`config.mk`:
```
export PLATFORM = sky130hd
export DESIGN_NAME = ready_lfsr
export DESIGN_NICKNAME = d
export VERILOG_FILES = /design/src/rtl/simple_stream_pkg.sv /design/src/rtl/simple_stream_checker_ready_lfsr.sv
export SDC_FILE = /design/constraint.sdc
export NUM_CORES = 1
export LEC_CHECK = 0
export ABC_AREA = 1
export BUFFER_PORTS_ARGS = -buffer_cell sky130_fd_sc_hd__buf_2
export CORE_AREA = 2 2 39 41
export DETAILED_ROUTE_END_ITERATION = 8
export DIE_AREA = 0 0 41 43
export PLACE_DENSITY = 0.6
export SLEW_MARGIN = 20
export SYNTH_ARGS = -nofsm -noshare
export SYNTH_HDL_FRONTEND = slang
export SYNTH_SLANG_ARGS = --single-unit
```
`constraint.sdc`:
```
create_clock -name clk -period 1 [get_ports clk]
set_input_delay 0.05 -clock clk [delete_from_list [all_inputs] [get_ports clk]]
set_output_delay 0.05 -clock clk [all_outputs]
set_load 0.005 [all_outputs]
```
`src/rtl/simple_stream_pkg.sv`:
```
// Shared types and constants for the simple traffic generator / stream checker pair.
package simple_stream_pkg;

    localparam int unsigned DATA_W     = 32;
    localparam int unsigned IDX_W      = 8;
    localparam int unsigned CODE_W     = 3;
    localparam int unsigned GOOD_CNT_W = 32;
    localparam int unsigned LFSR_W     = 16;

    localparam logic [LFSR_W-1:0] LFSR_SEED           = 16'hACE1;
    localparam logic [DATA_W-1:0] DEFAULT_HEADER        = 32'h01000360;
    localparam int unsigned       DEFAULT_PAYLOAD_WORDS = 216;

    typedef enum logic [CODE_W-1:0] {
        ERR_NONE         = 3'd0,
        ERR_HEADER       = 3'd1,
        ERR_DATA         = 3'd2,
        ERR_EARLY_LAST   = 3'd3,
        ERR_MISSING_LAST = 3'd4
    } err_code_t;

    typedef enum logic [1:0] {
        IDLE    = 2'd0,
        PAYLOAD = 2'd1,
        DRAIN   = 2'd2
    } state_t;

    // One accepted stream beat.
    typedef struct packed {
        logic              last;
        logic [DATA_W-1:0] data;
    } axis_beat_t;

    // Outcome of checking one accepted beat, applied to the status one cycle later.
    typedef struct packed {
        logic      err;
        err_code_t code;
        logic      good;
    } beat_event_t;

    // Expected payload value for 1-based payload index.
    function automatic logic [DATA_W-1:0] payload_word(input logic [IDX_W-1:0] idx);
        return DATA_W'(idx);
    endfunction

endpackage

```
`src/rtl/simple_stream_checker_ready_lfsr.sv`:
```
// Pseudo-random ready generator: 16-bit Fibonacci LFSR (taps 16,14,13,11),
// ready is low when the two low LFSR bits are both set (about 25% of cycles).
// Only instantiated when SIMPLE_STREAM_CHECKER_BACKPRESSURE_EN is defined.
module ready_lfsr
    import simple_stream_pkg::*;
(
    input  logic clk,
    input  logic reset,
    output logic ready_o
);

    logic [LFSR_W-1:0] lfsr_q;
    logic [LFSR_W-1:0] lfsr_d;
    logic              ready_q;

    // Right-shifting Fibonacci step; feedback bit enters at the top.
    always_comb begin
        lfsr_d = {lfsr_q[0] ^ lfsr_q[2] ^ lfsr_q[3] ^ lfsr_q[5], lfsr_q[LFSR_W-1:1]};
    end

    // LFSR advances every cycle; ready is a registered decode of its low bits.
    always_ff @(posedge clk) begin
        if (reset) begin
            lfsr_q  <= LFSR_SEED;
            ready_q <= 1'b0;
        end else begin
            lfsr_q  <= lfsr_d;
            ready_q <= ~(lfsr_q[1] & lfsr_q[0]);
        end
    end

    assign ready_o = ready_q;

endmodule

```
# Word level (Yosys, flattened, before mapping)

Index checks and enable logic that the tools add are counted.

Input bits: 2
Flip-flop bits (word level): 17
Word-level logic and storage cells: 7
Output and inout bits: 1

Bitwise gates (word level): 5

Operators by type and width:

| kind          | count |
|---|---|
| $xor A1 B1 Y1 | 3 |
| $and A1 B1 Y1 | 1 |
| $not A1 Y1    | 1 |

# Depth between registers and ports, before layout

Gate-level depths: netlist of run 1.

Depth after elaboration: 3
Mapped depth: 5
Depth with buffers taken out: 5

# Least setup slack after synthesis of run 1

Ideal clock, no wire load.

Kind: register to register
Start: register lfsr_q[3]
End: register lfsr_q[15]
Setup slack: 0.290 ns
Data required time: 0.883 ns
Arrival time: 0.594 ns
Library setup time: 0.117 ns
Stages on the path, launching flop included: 6
Path buffers: 0
Clock period less this slack: 0.710 ns
Cells stage by stage: dfxtp_1 > inv_1 > nand2_1 > nand2_1 > nand2_1 > nand3_2

Cells in the longest elaborated chain, start to end: 2

Ends and longest elaborated chain:

| item                       | RTL line                               | RTL |
|---|---|---|
| from (decl)                | simple_stream_checker_ready_lfsr.sv:12 | `logic [LFSR_W-1:0] lfsr_q;` |
| from (signal assigned)     | simple_stream_checker_ready_lfsr.sv:27 | `lfsr_q <= lfsr_d;` |
| $xor A1 B1 Y1 (2 in a row) | simple_stream_checker_ready_lfsr.sv:18 | `lfsr_d = {lfsr_q[0] ^ lfsr_q[2] ^ lfsr_q[3] ^ lfsr_q[5], lfsr_q[LFSR_W-1:1]};` |

Every way passes these cells.
A chain may end at the register's enable or synchronous reset.

# Worst setup path in the final report of run 1

Start: register lfsr_q[2]
End: register lfsr_q[15]

Cells in the longest elaborated chain, start to end: 3

Ends and longest elaborated chain:

| item                       | RTL line |
|---|---|
| $xor A1 B1 Y1 (3 in a row) | simple_stream_checker_ready_lfsr.sv:18 |

Every way passes these cells.

==> summary.md, run 1 <==
| Metric | Value |
|---|---|
| Vias in the first global route | 290 |
| Gate Count Post-Synth | 59 |
| Final WL | 647 um |
| Commonest register cell after synthesis | dfxtp_1 |
| Largest net degree at the start of global routing | 18 |
| Row count | 14 |
| Req. time, crit path | 1180 ps |
| Top cell type's share of synthesized area | 0.6385 |
| Total die area | 0.001763 mm^2 |
| Pins Over Slew Limit | 0 |
| Max-cap violations | 0 |
| Highest-delay cell along the critical path | dfxtp_1 |
| Register bit count reported by yosys | 17 |
| Hold_ws | 109.0 ps |
| Share of layout cells above drive strength 1 | 0.1406 |
| Most frequent cell after synthesis | dfxtp_1 |
| Hold Crit Class | input port to register |
| Slew @ Worst Pin | 279.5 ps |
| Post-Syn Area | 533.0 um^2 |
| Total track usage | 0.1065 |
| Slowest stage delay, CP | 380 ps |
| Outcome | complete, no violations |
| Die Y | 43 um |
| I/O pins | 3 |
| Arr. time, crit path | 980 ps |
| EDFF count, synth | 0 |
| Top cells by count, synth | dfxtp_1, nand2_1, inv_1 |
| Antenna violations before repair | 0 |
| First-pass GRT wire length | 1214 um |
| Top cells by area, synth | dfxtp_1, nand2_1, or2_1 |
| CP most frequent cell | nand2_1 |
| Grt ovf | 0 |
| Period utilisation layout | 0.7981 |
| Via count | 323 |
| Final min period | 798.1 ps |
| Layout Nets | 67 |
| # diodes | 0 |
| CTS tree | built |
| Slew headroom | 0.8137 |
| CTS clk-pin slew, worst paths | 90 ps |
| CP Launch Type | register |
| Initial drt markers | 1 |
| Clock Latency Late Sink | 280 ps |
| Total Neg Setup Slack | 0 ps |
| Area grow syn2layout | 8.686% |
| Final Wtd Congestion | 0.5869 |
| CP Class | register to register |
| Core box area | 0.001384 mm^2 |
| Yosys warnings | 0 |
| CTS Buf Count | 3 |
| Drt drc | 0 |
| FFs w/ async S/R, synth | 0 |
| Drt wl/cell | 8.088 um |
| # Post-CTS Setup Buffers | 0 |
| Drt pass-1 iters | 2 |
| Avg Cell Area, Syn | 9.034 um^2 |
| # hold bufs at CTS | 0 |
| Longest Clk Path Bufs | 2 |
| CP Buf/Inv Count | 1 |
| Post-DR vias/cell | 4.038 |
| Leakage | 0.2978 nW |
| Critical Path Sink Type | register |
| Fmax achieved | 1.253 GHz |
| Peak VDD IR | 0.8483 mV |
| PostCTS Resize Cnt | 0 |
| Final Hold Viols | 0 |
| Root buffer cell | clkbuf_4 |
| H-tree Lvls | 1 |
| Crit-path max FO | 3 |
| P per Cell Area | 1978 mW/mm^2 |
| DIE WIDTH | 41 um |
| Top delay family on crit path | flip-flops |
| Initial cell density of the core | 0.3852 |
| Post-synth top area cell | dfxtp_1 |
| Crit path cell chain | inv_1 -> nand2_1 -> nand2_1 -> nand2_1 -> nand3_2 |
| Synth cell types | 10 |
| PortBufs | 2 |
| Sink Count | 17 |
| Post-DP HPWL | 435 um |
| FF-to-FF setup slack | 200 ps |
| Register area share after synthesis | 0.6385 |
| Antenna-violating nets left | 0 |
| RSZ-0062 raised after global routing | no |
| Synthesized Nets | 61 |
| Post-route clock skew | 4.402 ps |
| # setup viols final | 0 |
## flip-flops by register name, summed over array words and instances (netlist names)
register and cells:
ready_o 1, lfsr_q 16
## metal layers
layer	vias up	track usage	routed length [um]
met5	-	0	0
met4	0	0.06000	0
met3	0	0.04712	18
met2	3	0.1219	287
met1	142	0.1595	341
li1	178	-	-
## report_power, final
part	leakage (nW)	internal, mW	switching, mW
registers	0.142	0.720	0.0144
logic	0.138	0.0282	0.0370
clock network	0.0177	0.148	0.198
## worst reg2reg max path: stages, from the launching register on
cell and delay, ps:
dfxtp_1 380, inv_1 80, nand2_1 60, nand2_1 50, nand2_1 60, nand3_2 60
## metrics by stage
stage | std cells | power (mW) | instance area, um^2 | util | setup WS (ps)
after floorplan | 59 | 0.8013 | 533.0 | - | 289.5
after global placement | 76 | 0.8144 | 551.8 | 0.3987 | 236.0
after detailed placement | 76 | 0.8162 | 551.8 | 0.3987 | 224.6
after CTS | 80 | 1.170 | 579.3 | 0.4186 | 208.8
after global routing | 80 | 1.211 | 579.3 | 0.4186 | 129.0
final | 80 | 1.146 | 579.3 | 0.4186 | 201.9
## layout make-up
cell class / instances / area [um^2]
Fill cell: 139 / 804.5
Clock inverter: 1 / 5.005
Sequential cell: 17 / 340.3
Inverter: 10 / 40.04
Timing Repair Buffer: 2 / 10.01
Tap cell: 16 / 20.02
Clock buffer: 3 / 22.52
Multi-Input combinational cell: 31 / 141.4
## cell usage in the layout, fill, tap and decap left out, drive strengths merged
cell / n
nand3: 1
nand2: 14
clkbuf: 3
buf: 2
a21oi: 1
inv: 10
or2: 7
clkinv: 1
dfxtp: 17
nor2: 8
## path summary, 6_finish.rpt
kind,cells after the start,endpoint,from
worst max-delay path,5,lfsr_q[15]$_SDFF_PP1_,lfsr_q[2]$_SDFF_PP0_
worst min-delay path,2,lfsr_q[8]$_SDFF_PP0_,reset
worst max register to register,5,lfsr_q[15]$_SDFF_PP1_,lfsr_q[2]$_SDFF_PP0_
worst min register to register,2,lfsr_q[3]$_SDFF_PP0_,lfsr_q[4]$_SDFF_PP0_
## logic make-up (layout without fill, tap and decap cells)
| logic type | count (synthesis) | after routing | share of synthesized area |
|---|---|---|---|
| simple gates | 30 | 30 | 0.2559 |
| flops | 17 | 17 | 0.6385 |
| buf+inv | 11 | 16 | 0.09625 |
| compound gates | 1 | 1 | 0.009381 |
Note: power is estimated with default switching activity, not from simulation.
==> run 2, diff against run 1 <==
clock period = 0.8 ns   (was 1 ns; I/O delays follow)
==> run 2 against run 1 <==
Die area unchanged. Cell area up 0.86%. Global-route usage unchanged. Register-to-register slack worse by 150 ps. Highest routed layer unchanged.
==> summary.md, run 2 (synthesized netlist as in run 1, its figures left out) <==
| Metric | Value |
|---|---|
| # diodes | 0 (unchanged) |
| Final core occ | 0.4222 (was 0.4186) |
| Crit-path max FO | 3 (unchanged) |
| Non-Filler Instances | 80 (unchanged) |
| Leading cell type in the layout, fill and taps excluded | nand2_1 (was dfxtp_1) |
| Leakage | 0.2956 nW (was 0.2978 nW) |
| Initial drt markers | 1 (unchanged) |
| # hold bufs at CTS | 0 (unchanged) |
| PortBufs | 2 (unchanged) |
| Post-DR vias/cell | 4.125 (was 4.038) |
| CP Buf/Inv Count | 1 (unchanged) |
| Vias in the first global route | 290 (unchanged) |
| Layout Nets | 67 (unchanged) |
| Outcome | complete, no violations (unchanged) |
| Hold Crit Class | input port to register (unchanged) |
| Largest register FFs | 16 (unchanged) |
| Peak VDD IR | 1.063 mV (was 0.8483 mV) |
| Post-route cell area | 584.3 um^2 (was 579.3 um^2) |
| Drt pass-1 iters | 2 (unchanged) |
| Total Power | 1.440 mW (was 1.146 mW) |
| CTS Buf Count | 3 (unchanged) |
| Slew headroom | 0.8135 (was 0.8137) |
| Core box area | 0.001384 mm^2 (unchanged) |
| Final Wtd Congestion | 0.5869 (unchanged) |
| Post-DP HPWL | 435 um (unchanged) |
| H-tree Lvls | 1 (unchanged) |
| # setup viols final | 0 (unchanged) |
| Share of layout cells above drive strength 1 | 0.2500 (was 0.1406) |
| Total die area | 0.001763 mm^2 (unchanged) |
| Period utilisation layout | 0.9308 (was 0.7981) |
| PostCTS Resize Cnt | 0 (unchanged) |
| Total Neg Setup Slack | 0 ps (unchanged) |
| Largest Register | lfsr_q (unchanged) |
| Row count | 14 (unchanged) |
| Antenna violations before repair | 0 (unchanged) |
| Slew @ Worst Pin | 279.7 ps (was 279.5 ps) |
| Top delay family on crit path | flip-flops (unchanged) |
| Area after DPL | 551.8 um^2 (unchanged) |
| Die Y | 43 um (unchanged) |
| Req. time, crit path | 980 ps (was 1180 ps) |
| Multi-input logic area | 141.4 um^2 (unchanged) |
| Final min period | 744.6 ps (was 798.1 ps) |
| Post-route clock skew | 1.794 ps (was 4.402 ps) |
| CP Launch Type | register (unchanged) |
| Placed Instances | 76 (unchanged) |
| Highest-delay cell along the critical path | dfxtp_2 (was dfxtp_1) |
| DIE WIDTH | 41 um (unchanged) |
| Storage cell area | 345.3 um^2 (was 340.3 um^2) |
| # Post-CTS Setup Buffers | 0 (unchanged) |
| CP most frequent cell | nand2_1 (unchanged) |
| Final WL | 659 um (was 647 um) |
| Fmax achieved | 1.343 GHz (was 1.253 GHz) |
| Critical Path Sink Type | register (unchanged) |
| FILL cells | 137 (was 139) |
| Root buffer cell | clkbuf_4 (unchanged) |
| CTS tree | built (unchanged) |
| Longest Clk Path Bufs | 2 (unchanged) |
| Sink Count | 17 (unchanged) |
| Grt ovf | 0 (unchanged) |
| Initial cell density of the core | 0.3852 (unchanged) |
| I/O pins | 3 (unchanged) |
| Via count | 330 (was 323) |
| Crit path cell chain | inv_2 -> nand2_1 -> nand2_1 -> nand2_1 -> nand3_2 (was inv_1 -> nand2_1 -> nand2_1 -> nand2_1 -> nand3_2) |
| Max-cap violations | 0 (unchanged) |
| Drt wl/cell | 8.238 um (was 8.088 um) |
| P per Cell Area | 2465 mW/mm^2 (was 1978 mW/mm^2) |
| Total track usage | 0.1065 (unchanged) |
| Drt drc | 0 (unchanged) |
| CP Class | register to register (unchanged) |
| Final Hold Viols | 0 (unchanged) |
| Antenna-violating nets left | 0 (unchanged) |
| Arr. time, crit path | 930 ps (was 980 ps) |
| Pins Over Slew Limit | 0 (unchanged) |
| CTS clk-pin slew, worst paths | 90 ps (about the same) |
| Area grow syn2layout | 9.624% (was 8.686%) |
| Slowest stage delay, CP | 370 ps (was 380 ps) |
| Largest net degree at the start of global routing | 18 (unchanged) |
| First-pass GRT wire length | 1214 um (unchanged) |
| Most frequent cells in the layout | nand2_1, dfxtp_1, nor2_1, inv_1, or2_1 (was dfxtp_1, nand2_1, inv_1, nor2_1, or2_1) |
| Clock Latency Late Sink | 280 ps (about the same) |
[run 2: cell counts in the layout (fill, tap and decap cells not counted)]
No cell type changed its count.
[run 2: per-layer routing]
| metal | wire length (um) | part of all wire | vias to the layer above | global-route usage |
|---|---|---|---|---|
| met1 | 350 | 0.53 | 147 | 0.1595 |
| li1 | - | - | 180 | - |
| met3 | 18 | 0.027 | 0 | 0.04712 |
| met4 | 0 | 0 | 0 | 0.06000 |
| met5 | 0 | 0 | - | 0 |
| met2 | 290 | 0.44 | 3 | 0.1219 |
[run 2: path summary, 6_finish.rpt]
path                   startpoint  cells after the start                    end  slack, ps
min                         reset                      2   lfsr_q[8]$_SDFF_PP0_        100
max reg2reg  lfsr_q[2]$_SDFF_PP0_                      5  lfsr_q[15]$_SDFF_PP1_         60
max          lfsr_q[2]$_SDFF_PP0_                      5  lfsr_q[15]$_SDFF_PP1_         60
min reg2reg  lfsr_q[4]$_SDFF_PP0_                      2   lfsr_q[3]$_SDFF_PP0_        400
[run 2: layout make-up]
type,instances,share of cell area
clock buffer,3,0.03854
sequential,17,0.5910
multi-input combinational,31,0.2420
inverter,10,0.06852
tap,16,0.03426
clock inverter,1,0.008565
timing repair buffer,2,0.01713
[run 2: report_power, final]
part | internal, mW | switching, mW | total (mW)
Clock | 0.185 | 0.252 | 0.437
Combinational | 0.0359 | 0.0466 | 0.0825
Sequential | 0.902 | 0.0193 | 0.921
[run 2: stage by stage]
step | hold WS (ps) | setup slack, ps
6_report | 99.34 | 55.39
3_5_place_dp | 392.6 | 24.63
2_1_floorplan | 139.8 | 89.51
3_3_place_gp | 387.0 | 36.04
5_1_grt | 128.2 | -5.350
4_1_cts | 101.7 | 8.824
